--- src/rtl/uc_pkg.sv ---
// Shared constants and types for the SRAM arbiter: data width, port identities
// and the read-tag record carried down the read-return pipeline.
package uc_pkg;

  localparam int DATA_W = 8;

  typedef enum logic {
    PORT_CORE = 1'b0,
    PORT_DBG  = 1'b1
  } port_e;

  typedef struct packed {
    logic  vld;
    port_e port;
  } rd_tag_t;

endpackage

--- src/rtl/rr_pick2.sv ---
// Two-way grant picker: round-robin on conflict (PRIO_MODE=0) or fixed core
// priority (PRIO_MODE=1). Purely combinational.
module rr_pick2
  import uc_pkg::*;
#(
  parameter int PRIO_MODE = 0
) (
  input  logic  req_core,
  input  logic  req_dbg,
  input  port_e last_gnt,
  output logic  gnt_core,
  output logic  gnt_dbg
);

  logic core_first;

  always_comb begin
    core_first = (PRIO_MODE != 0) || (last_gnt == PORT_DBG);
    gnt_core   = req_core && (!req_dbg || core_first);
    gnt_dbg    = req_dbg && !gnt_core;
  end

endmodule

--- src/rtl/sram_arbiter.sv ---
// Arbitrates a core port and a debug/DMA port onto one single-port SRAM with
// a registered command stage and an in-order, tagged read-return pipeline.
module sram_arbiter
  import uc_pkg::*;
#(
  parameter int PRIO_MODE = 0,
  parameter int ADDR_W    = 8
) (
  input  logic              clk,
  input  logic              arst_n,
  input  logic              c_req,
  input  logic              c_we,
  input  logic [ADDR_W-1:0] c_addr,
  input  logic [DATA_W-1:0] c_wdata,
  output logic              c_gnt,
  output logic              c_rvalid,
  output logic [DATA_W-1:0] c_rdata,
  input  logic              d_req,
  input  logic              d_we,
  input  logic [ADDR_W-1:0] d_addr,
  input  logic [DATA_W-1:0] d_wdata,
  output logic              d_gnt,
  output logic              d_rvalid,
  output logic [DATA_W-1:0] d_rdata,
  output logic [ADDR_W-1:0] sram_addr,
  output logic              sram_write_en,
  output logic [DATA_W-1:0] sram_data_out,
  input  logic [DATA_W-1:0] sram_data_in
);

  port_e             last_gnt;
  port_e             acc_port;
  logic              pick_core;
  logic              pick_dbg;
  logic              acc_core;
  logic              acc_dbg;
  logic              acc;
  logic              sel_we;
  logic [ADDR_W-1:0] sel_addr;
  logic [DATA_W-1:0] sel_wdata;
  rd_tag_t           tag_nxt;
  rd_tag_t           tag_p0;
  rd_tag_t           tag_p1;

  rr_pick2 #(
    .PRIO_MODE(PRIO_MODE)
  ) u_pick (
    .req_core(c_req),
    .req_dbg (d_req),
    .last_gnt(last_gnt),
    .gnt_core(pick_core),
    .gnt_dbg (pick_dbg)
  );

  // Grants are forced low while reset is held, even though they are combinational.
  assign c_gnt    = pick_core & arst_n;
  assign d_gnt    = pick_dbg & arst_n;
  assign acc_core = c_req & c_gnt;
  assign acc_dbg  = d_req & d_gnt;
  assign acc      = acc_core | acc_dbg;
  assign acc_port = acc_dbg ? PORT_DBG : PORT_CORE;

  always_comb begin
    sel_addr  = c_addr;
    sel_we    = c_we;
    sel_wdata = c_wdata;
    if (acc_dbg) begin
      sel_addr  = d_addr;
      sel_we    = d_we;
      sel_wdata = d_wdata;
    end
    tag_nxt.vld  = acc & ~sel_we;
    tag_nxt.port = acc_port;
  end

  // Stage p0: accepted command drives the SRAM; read tag enters the pipeline.
  always_ff @(posedge clk or negedge arst_n) begin
    if (!arst_n) begin
      last_gnt      <= PORT_DBG;
      sram_addr     <= '0;
      sram_data_out <= '0;
      sram_write_en <= 1'b0;
      tag_p0        <= '0;
    end else begin
      sram_write_en <= acc & sel_we;
      tag_p0        <= tag_nxt;
      if (acc) begin
        last_gnt      <= acc_port;
        sram_addr     <= sel_addr;
        sram_data_out <= sel_wdata;
      end
    end
  end

  // Stage p1: tag aligned with sram_data_in; return registers steer it to the owner.
  always_ff @(posedge clk or negedge arst_n) begin
    if (!arst_n) begin
      tag_p1   <= '0;
      c_rvalid <= 1'b0;
      d_rvalid <= 1'b0;
      c_rdata  <= '0;
      d_rdata  <= '0;
    end else begin
      tag_p1   <= tag_p0;
      c_rvalid <= tag_p1.vld && (tag_p1.port == PORT_CORE);
      d_rvalid <= tag_p1.vld && (tag_p1.port == PORT_DBG);
      if (tag_p1.vld && (tag_p1.port == PORT_CORE)) c_rdata <= sram_data_in;
      if (tag_p1.vld && (tag_p1.port == PORT_DBG))  d_rdata <= sram_data_in;
    end
  end

endmodule

--- config.mk ---
export PLATFORM = sky130hd
export DESIGN_NAME = sram_arbiter
export DESIGN_NICKNAME = d
export VERILOG_FILES = /design/src/rtl/uc_pkg.sv /design/src/rtl/rr_pick2.sv /design/src/rtl/sram_arbiter.sv
export SDC_FILE = /design/constraint.sdc
export NUM_CORES = 1
export LEC_CHECK = 0
export ABC_AREA = 1
export BUFFER_PORTS_ARGS = -buffer_cell sky130_fd_sc_hd__buf_2
export CORE_MARGIN = 2
export CORE_UTILIZATION = 50
export CTS_CLUSTER_DIAMETER = 200
export DETAILED_ROUTE_END_ITERATION = 12
export GPL_ROUTABILITY_DRIVEN = 0
export HOLD_SLACK_MARGIN = 0.03
export PLACE_DENSITY = 0.9
export SLEW_MARGIN = 20
export SYNTH_ARGS = -nofsm -noshare
export SYNTH_HDL_FRONTEND = slang
export SYNTH_SLANG_ARGS = --single-unit
--- constraint.sdc ---
create_clock -name clk -period 3 [get_ports clk]
set_clock_uncertainty 0.05 [all_clocks]
set_input_delay 0.3 -clock clk [delete_from_list [all_inputs] [get_ports clk]]
set_output_delay 0.3 -clock clk [all_outputs]
set_load 0.005 [all_outputs]
==> results.yml <==
worst_setup_path:
  total_buffers_and_inverters_traversed_by_the_critical_path: 5
  timing.critical_path.required_ns: 2.65
  critPathMostFrequentCell: "sky130_fd_sc_hd__buf_2"
  critical_path.startpoint_type: "input port"
  path_cells: "dlygate4sd3_1 > buf_2 > nand2_1 > inv_4 > nand2_4 > inv_1 > buf_2"
  timing.critical_path.slowest_cell_delay_ns: 0.52
  critical_path_class: "input port to output port"
  crit_family: "buffers and inverters"
  timing.reg2reg.setup_slack_ns: 1.56
  slowest_stage: "sky130_fd_sc_hd__dlygate4sd3_1"
  worstSetupEndpointType: "output port"
  critPathMaxFanout: 20
  data_arrival_at_the_endpoint_of_the_critical_path_ns: 1.92
global_route:
  global_route_wire_length_before_repair_um: 6730
  antenna_found_initial: 0
  maximum_number_of_pins_on_one_net_before_global_route_repair: 28
  grt_usage: 0.213
  first_global_vias: 1579
  global_route.overflow_total: 0
power_and_ir_drop:
  static-leakage-power_nw: 1.48
  power.density_cell_area_nw_per_um2: 588
  post-layout-total-power_mw: 1.40
  max-vdd-ir-drop_uv: 301
yosys:
  synth.cell_area_sq_um: 1840
  synth_simple_gate_area_frac: 0.259
  synth_fp_nets: 270
  area_fraction_in_compound_gates_after_synthesis: 0.0577
  yosys.area_share.adder: 0
  muxShareOfSynthArea: 0
  synth_seq_cells: 40
  synth.yosys.seq_area_share: 0.544
  post_synth_xor_area_fraction: 0
  yosysTopAreaCellShare: 0.530
  top_area_cells_in_the_synthesized_netlist: "sky130_fd_sc_hd__dfrtp_1 53%, sky130_fd_sc_hd__nand2_1 13%, sky130_fd_sc_hd__inv_1 9.8%"
  syn_avg_cell_area_sq_um: 8.23
  synth_top_family_by_area: "simple AND/OR/NAND/NOR gates"
  synth_warnings: 0
  synthCells: 224
  post_synth_num_cell_types: 19
  synthDominantAreaCellType: "sky130_fd_sc_hd__dfrtp_1"
floorplanning:
  fp.dieArea_sq_um: 4190
  io_pins: 83
  core-area_sq_um: 3610
  die_w_um: 64.7
  die-height_um: 64.7
  num_rows: 22
  floorplan.initialDensity: 0.511
job:
  drv.max_cap_violation_count: 0
sta:
  post-route-worst-setup-slack_ns: 0.730
  timing.final.max_slew_violations: 0
  grt_setup_unrepaired: "no"
  totalNegativeSetupSlack_ns: 0
  layout_min_cycle_time_ns: 2.27
  timing_hold_violations_final: 0
  report.final.setup_viol: 0
  worst_slew_margin_rel: 0.655
  worst_pin_slew_ns: 0.516
  min_period_over_period: 0.757
  max_freq_ghz: 0.441
routing:
  route.detailed.drc: 0
  drt_wl_total_um: 4030
  antenna_violating_nets_post_route: 0
  first_pass_drt_iterations: 4
  route.detailed.vias_per_inst: 4.61
  detail_route.iter0.violations: 98
  drt-wirelength-per-cell_um: 11.3
  via_count: 1642
place:
  post-place-cells: 347
  hpwlAfterDp_um: 2950
  placement.io_buffers: 82
  placement.setup.worst_slack_ns: 1.23
  placement.cell_area_sq_um: 2250
layout:
  drive_gt1_frac: 0.331
  fin_cells: 356
  layout_nets: 353
  antenna_cells: 0
  design_area_sq_um: 2380
  layout_common_cells: "82 x sky130_fd_sc_hd__buf_2, 66 x sky130_fd_sc_hd__nand2_1, 48 x sky130_fd_sc_hd__inv_1"
  layout.cells.most_common: "sky130_fd_sc_hd__buf_2"
  syn2layout_area_growth_pct: 28.9
clocking:
  clock_sink_count: 40
  cts-resized-gates: 0
  clock_tree.htree_level_count: 2
  cts_made_buffers: 5
  cts_setup_buffers: 0
  root_buffer: "sky130_fd_sc_hd__clkbuf_8"
  cts_tree: "done"
  clock_latency_ns: 0.29
  clkTransAtPathRegs_ns: 0.08
  clock_path_buffers: 2
status:
  outcome: "finished, final reports clean"
hold_path:
  hold_path_class: "input port to flip-flop"
worst register-to-register path, delay by kind of cell (launching register included):
kind	cells	cell delay [ns]
buffers and inverters	1	0.05
DFF	1	0.52
and+or+nand+nor	6	0.73
power breakdown:
group	switching [mW]	internal [mW]	total (mW)	leakage (nW)
clock	0.187	0.246	0.433	0.0541
combinational	0.152	0.133	0.285	0.935
sequential	0.0465	0.633	0.679	0.492
metrics by stage:
stage          hold slack, ns  utilization
3_5_place_dp            0.198        0.625
4_1_cts                 0.221        0.659
2_1_floorplan         -0.0456            -
5_1_grt                 0.226        0.659
3_3_place_gp            0.190        0.625
6_report                0.222        0.659
flip-flops by register name, indices dropped and copies added (netlist names):
name,count
sram_data_out,8
last_gnt,1
tag_p0,2
c_rdata,8
d_rvalid,1
tag_p1,2
d_rdata,8
c_rvalid,1
sram_addr,8
sram_write_en,1
metal layers:
metal | vias up | part of all wire | global-route usage | wire, um
met4 | 0 | 0.022 | 0.122 | 88
met2 | 71 | 0.50 | 0.371 | 2030
met1 | 723 | 0.41 | 0.245 | 1630
li1 | 838 | - | - | -
met5 | - | 0 | 0 | 0
met3 | 10 | 0.068 | 0.0382 | 275
final timing paths:
path / start / endpoint / cells after the start
min in group asynchronous: arst_n / sram_data_out[3] / 2
worst min-delay path: sram_data_in[0] / c_rdata[0] / 3
worst max-delay path: arst_n / d_gnt / 7
worst min register to register: tag_p0[0] / tag_p1[0] / 0
max in group asynchronous: arst_n / d_rdata[5] / 3
worst max register to register: last_gnt / sram_data_out[7] / 7
synth_stat cells, drive strengths merged:
master	instances
nand2	71
nand3	32
inv	50
dfstp	1
dfrtp	39
buf	7
nand3b	1
nor2	3
a21oi	1
clkbuf	1
o21ai	18
logic make-up (layout without fill, tap and decap cells):
family / count (synthesis) / count (layout)
AND/OR/NAND/NOR: 107 / 107
buffers and inverters: 58 / 142
flip-flops: 40 / 40
AO/OA/AOI/OAI: 19 / 19
layout make-up:
| type | instances | area (sq um) |
|---|---|---|
| clock buffers | 5 | 68.8 |
| clock inverters | 3 | 42.5 |
| fillers | 320 | 1230 |
| inverters | 50 | 190 |
| multi-input cells | 126 | 584 |
| flip-flops and latches | 40 | 1000 |
| well taps | 48 | 60.1 |
| repair buffers | 84 | 428 |
timing repair:
action / 4_1_cts / 5_1_grt
hold buffers: 1 / 0
hold endpoints to repair: 12 / 0
endpoints found under the setup margin: 0 / 0
No activity file was read; power rests on OpenSTA's default activity.
